===== src/rtl/reg_write_arbiter.sv =====
// reg_write_arbiter: shares one register-file write port between two FIFO-buffered writeback requesters
// Ports:
//   clk, reset                       clock, asynchronous active-high reset
//   ValidA/ReadyA/RegisterA/DataA    ALU writeback request and its backpressure
//   ValidB/ReadyB/RegisterB/DataB    load/memory writeback request and its backpressure
//   WriteEnable/WriteRegister/WriteData  registered write stage feeding the register file
//   QueryRegister/QueryPending       combinational probe for queued or in-flight writes
//   Idle                             both FIFOs empty and no write in the write stage
module reg_write_arbiter #(
    parameter int DEPTH = 2
) (
    input  logic        clk,
    input  logic        reset,
    input  logic        ValidA,
    output logic        ReadyA,
    input  logic [4:0]  RegisterA,
    input  logic [31:0] DataA,
    input  logic        ValidB,
    output logic        ReadyB,
    input  logic [4:0]  RegisterB,
    input  logic [31:0] DataB,
    output logic        WriteEnable,
    output logic [4:0]  WriteRegister,
    output logic [31:0] WriteData,
    input  logic [4:0]  QueryRegister,
    output logic        QueryPending,
    output logic        Idle
);
    localparam int AW = $clog2(DEPTH);
    localparam int CW = AW + 1;

    logic [4:0]    r_reg_a [DEPTH];
    logic [31:0]   r_dat_a [DEPTH];
    logic [4:0]    r_reg_b [DEPTH];
    logic [31:0]   r_dat_b [DEPTH];
    logic [AW-1:0] r_wp_a, r_rp_a, r_wp_b, r_rp_b;
    logic [CW-1:0] r_cnt_a, r_cnt_b;
    logic          r_last_b;

    logic          w_push_a, w_push_b, w_ne_a, w_ne_b, w_grant_a, w_grant_b, w_hit;
    logic [4:0]    w_head_reg;
    logic [31:0]   w_head_dat;

    assign ReadyA     = r_cnt_a < CW'(DEPTH);
    assign ReadyB     = r_cnt_b < CW'(DEPTH);
    assign w_push_a   = ValidA && ReadyA;
    assign w_push_b   = ValidB && ReadyB;
    assign w_ne_a     = r_cnt_a != '0;
    assign w_ne_b     = r_cnt_b != '0;
    // On contention the side that did not win last time gets the slot
    assign w_grant_a  = w_ne_a && (!w_ne_b || r_last_b);
    assign w_grant_b  = w_ne_b && !w_grant_a;
    assign w_head_reg = w_grant_a ? r_reg_a[r_rp_a] : r_reg_b[r_rp_b];
    assign w_head_dat = w_grant_a ? r_dat_a[r_rp_a] : r_dat_b[r_rp_b];
    assign Idle       = !w_ne_a && !w_ne_b && !WriteEnable;

    // FIFO storage needs no reset: only slots within the live count are ever observed
    always_ff @(posedge clk) begin
        if (w_push_a) begin
            r_reg_a[r_wp_a] <= RegisterA;
            r_dat_a[r_wp_a] <= DataA;
        end
        if (w_push_b) begin
            r_reg_b[r_wp_b] <= RegisterB;
            r_dat_b[r_wp_b] <= DataB;
        end
    end

    always_ff @(posedge clk or posedge reset) begin
        if (reset) begin
            r_wp_a        <= '0;
            r_rp_a        <= '0;
            r_wp_b        <= '0;
            r_rp_b        <= '0;
            r_cnt_a       <= '0;
            r_cnt_b       <= '0;
            r_last_b      <= 1'b1;
            WriteEnable   <= 1'b0;
            WriteRegister <= '0;
            WriteData     <= '0;
        end else begin
            if (w_push_a) r_wp_a <= r_wp_a + 1'b1;
            if (w_push_b) r_wp_b <= r_wp_b + 1'b1;
            if (w_grant_a) r_rp_a <= r_rp_a + 1'b1;
            if (w_grant_b) r_rp_b <= r_rp_b + 1'b1;
            r_cnt_a <= r_cnt_a + CW'(w_push_a) - CW'(w_grant_a);
            r_cnt_b <= r_cnt_b + CW'(w_push_b) - CW'(w_grant_b);
            if (w_ne_a && w_ne_b) r_last_b <= w_grant_b;
            if (w_grant_a || w_grant_b) begin
                WriteRegister <= w_head_reg;
                WriteData     <= w_head_dat;
                // Register-0 entries still consume the slot but never assert the write
                WriteEnable   <= w_head_reg != 5'd0;
            end else begin
                WriteEnable   <= 1'b0;
            end
        end
    end

    // An entry is live when its distance from the read pointer is below the count
    always_comb begin
        w_hit = WriteEnable && (WriteRegister == QueryRegister);
        for (int i = 0; i < DEPTH; i++) begin
            if (CW'(AW'(i) - r_rp_a) < r_cnt_a && r_reg_a[i] == QueryRegister) w_hit = 1'b1;
            if (CW'(AW'(i) - r_rp_b) < r_cnt_b && r_reg_b[i] == QueryRegister) w_hit = 1'b1;
        end
        QueryPending = w_hit && (QueryRegister != 5'd0);
    end
endmodule


===== config.mk =====
export PLATFORM = sky130hd
export DESIGN_NAME = reg_write_arbiter
export DESIGN_NICKNAME = d
export VERILOG_FILES = /design/src/rtl/reg_write_arbiter.sv
export SDC_FILE = /design/constraint.sdc
export NUM_CORES = 1
export LEC_CHECK = 0
export CAP_MARGIN = 40
export CORE_UTILIZATION = 39
export DETAILED_ROUTE_END_ITERATION = 12
export HOLD_SLACK_MARGIN = 0.08
export RECOVER_POWER = 25
export SLEW_MARGIN = 25
export SYNTH_ARGS = -nofsm -noshare
export SYNTH_HDL_FRONTEND = slang
export SYNTH_SLANG_ARGS = --single-unit

===== constraint.sdc =====
create_clock -name clk -period 3.7 [get_ports clk]
set_input_delay 0.925 -clock clk [delete_from_list [all_inputs] [get_ports clk]]
set_output_delay 0.925 -clock clk [all_outputs]
set_load 0.01 [all_outputs]

==> results.txt <==
RSZ-0062 raised after global routing -> no
CTS tree -> done
Cell Pwr Density -> 799 nW/µm²
Data arrival time of the worst path -> 2570 ps
Post-Synth Simple-Gate Area -> 4.03%
CTS Buf Count -> 17
Max Slew Vio Count -> 0
Slowest Stage Delay on Critical Path -> 490 ps
Critical Path, Cell by Cell -> clkdlybuf4s50_1, xor2_1, a2111oi_2, nand4_1, and3_1, a21oi_1, clkbuf_2
Synth Instances -> 466
Crit-path slowest cell -> clkdlybuf4s50_1
Via count -> 4337
Leading area contributor after synthesis -> edfxtp_1
Seq/Total Area, Yosys -> 73.6%
Area of the core -> 19000 µm²
Type of element capturing the critical path -> output port
Largest family of logic cells by synthesized area -> multiplexers
Wire per inst -> 19.4 µm
Initial core utilization -> 40.3%
Nets@finish -> 686
H-Tree Depth -> 4
Yosys warns -> 0
WP buf/inv -> 2
Worst setup path category -> in -> out
Register bit total from synthesis -> 195
Syn avg cell area -> 16.4 µm²
Dominant synthesized flop cell -> edfxtp_1
GRT Util Overall -> 17.8%
Run status -> finished, final reports clean
Setup ws final -> 201 ps
Crit start category -> primary input
Synth Area in Compound Gates -> 5.49%
Share of the synthesized area in the top cell type -> 58.2%
Final Skew -> 14.6 ps
1st-iter DRT viols -> 201
Gr ovfl total -> 0
Leakage -> 3.58 nW
Cell family with most CP delay -> buffers and inverters
Clk sinks -> 195
Site Rows -> 50
Largest cells by area after synthesis -> edfxtp_1, dfrtp_1, mux2i_1
Total of max-cap violations -> 0
Vias per Instance -> 4.98
Worst hold path class -> reg -> reg
Fin crit period -> 3500 ps
Placer congestion estimate -> 0.867
Worst-case clock buffer depth -> 2
WL final -> 16900 µm
Fin cells -> 871
Post-detail-place hpwl -> 11100 µm
Vert. Die Dim -> 142 µm
Setup Viol. Count Final -> 0
Peak supply drop -> 0.355 mV
DP Worst Slack -> -363 ps
Fmax -> 0.286 GHz
Most common cell after layout, fill and taps aside -> edfxtp_1
CP Data Required Time -> 2770 ps
Root Buffer Master -> clkbuf_16
First-pass GRT wire length -> 26200 µm
Post-Synth XOR/XNOR Area -> 3.90%
Vias in the first global route -> 4681
Number of synthesized flops with an enable pin -> 148
Mapped Area -> 7640 µm²
Worst-margin pin slew -> 718 ps
Largest fanout on the critical path -> 3
Fin crit share -> 94.6%
Hold-fix buffers, CTS -> 0
Port-buffer cells -> 124
R2R Setup Slk -> 1300 ps
Initial antenna violation count -> 1
Post-DRT Antenna Nets -> 0
Largest net degree at the start of global routing -> 44
Layout cells sized above 1 -> 10.7%
Die ar. -> 20100 µm²
Layout area overhead -> 29.1%
IO Pins -> 125
Total iterations of the first detailed-routing run -> 4
Hold Vio Cnt, Final -> 0
Fillers -> 1591
Worst-skew pair later-pin latency -> 430 ps
Die width -> 142 µm
FFs w/ async S/R, synth -> 24.1%
# DRC -> 0
Clock transition at path regs -> 70 ps
Syn Nets -> 555
Max-slew headroom -> 52.2%
Placed Instances -> 838
Netlist cell types -> 34
Commonest cells after routing, fill and taps aside -> edfxtp_1, mux2i_1, clkdlybuf4s50_1, dlygate4sd3_1, dfrtp_1
Multiplexer share of the synthesized area -> 9.78%
Synth Area in Adders -> 0.983%
==> registers in the layout, indices dropped and copies added (netlist names), 2 cells and up <==
name           cells
r_reg_a           10
WriteData         32
r_dat_a           64
r_cnt_a            2
r_dat_b           64
WriteRegister      5
r_reg_b           10
r_cnt_b            2
==> logic make-up after synthesis <==
group / count (synthesis)
and+or+nand+nor: 67
muxes: 74
buffers and inverters: 36
xor gates and xnor gates: 34
AOI/OAI and AO/OA: 54
DFF: 195
adders and majority gates: 6
==> through the flow <==
stage | instance area, µm² | total power (W) | util (%) | setup TNS (ps) | hold WS, ps
after floorplan | 7640 | 0.00495 | - | 0 | 461
after global placement | 9250 | 0.00604 | 48.8 | -198 | 476
after detailed placement | 9280 | 0.00619 | 48.9 | -363 | 476
after CTS | 9860 | 0.00800 | 52.0 | 0 | 492
after global routing | 9860 | 0.00832 | 52.0 | 0 | 528
final | 9860 | 0.00787 | 52.0 | 0 | 487
==> cell usage after synthesis, types with 5 or more instances <==
library cell,number
a21oi_1,6
buf_2,21
clkbuf_1,5
dfrtp_1,46
edfxtp_1,148
ha_1,6
inv_1,7
mux2_2,5
mux2i_1,69
nand2_1,42
nor2_1,8
o21ai_0,6
o221ai_1,32
xnor2_1,21
xor2_1,13
==> per-layer routing <==
| layer | up-vias | share of wire, % | GRT usage [%] |
|---|---|---|---|
| met5 | - | 0 | 0 |
| met4 | 0 | 1.4 | 5.89 |
| met3 | 19 | 3.9 | 3.70 |
| met2 | 117 | 50 | 30.7 |
| met1 | 2166 | 44 | 22.3 |
| li1 | 2035 | - | - |
==> power breakdown <==
part | total [W] | switching, W | leakage, nW | internal, W
registers | 0.00334 | 0.000335 | 1.92 | 0.00300
logic | 0.00274 | 0.00145 | 1.38 | 0.00129
clock network | 0.00180 | 0.000778 | 0.279 | 0.00102
==> final cells by class <==
type                            instances  area (µm²)  area share [%]
Multi-Input combinational cell        235        1890            19.1
Tap cell                              260         325            3.30
Sequential cell                       195        5620            57.1
Timing Repair Buffer                  140        1410            14.3
Clock inverter                         10         125            1.27
Clock buffer                           22         454            4.61
Inverter                                8        30.0           0.305
Antenna cell                            1        2.50          0.0254
==> final timing paths <==
path | depth (start not counted) | start | to
setup / recovery | 7 | QueryRegister[4] | QueryPending
hold / removal | 2 | WriteData[3] | WriteData[3]
setup reg to reg | 9 | r_cnt_b[0] | r_cnt_a[1]
hold reg to reg | 2 | WriteData[3] | WriteData[3]
max in group asynchronous | 3 | reset | r_last_b
min in group asynchronous | 2 | reset | WriteData[30]
==> what timing repair did <==
| item | 4_1_cts | 5_1_grt |
|---|---|---|
| endpoints found under the setup margin | 1 | 1 |
| resized for setup | 4 | 2 |
| hold endpoints to repair | 0 | 0 |
| setup buffers | 0 | 0 |
==> worst min-delay path, delay by kind of cell (launching register included) <==
kind               cells  cell delay, ps
and+or+nand+nor        1              50
AOI/OAI and AO/OA      1              60
DFF                    1             340
Power figures use the tool's default switching activity.
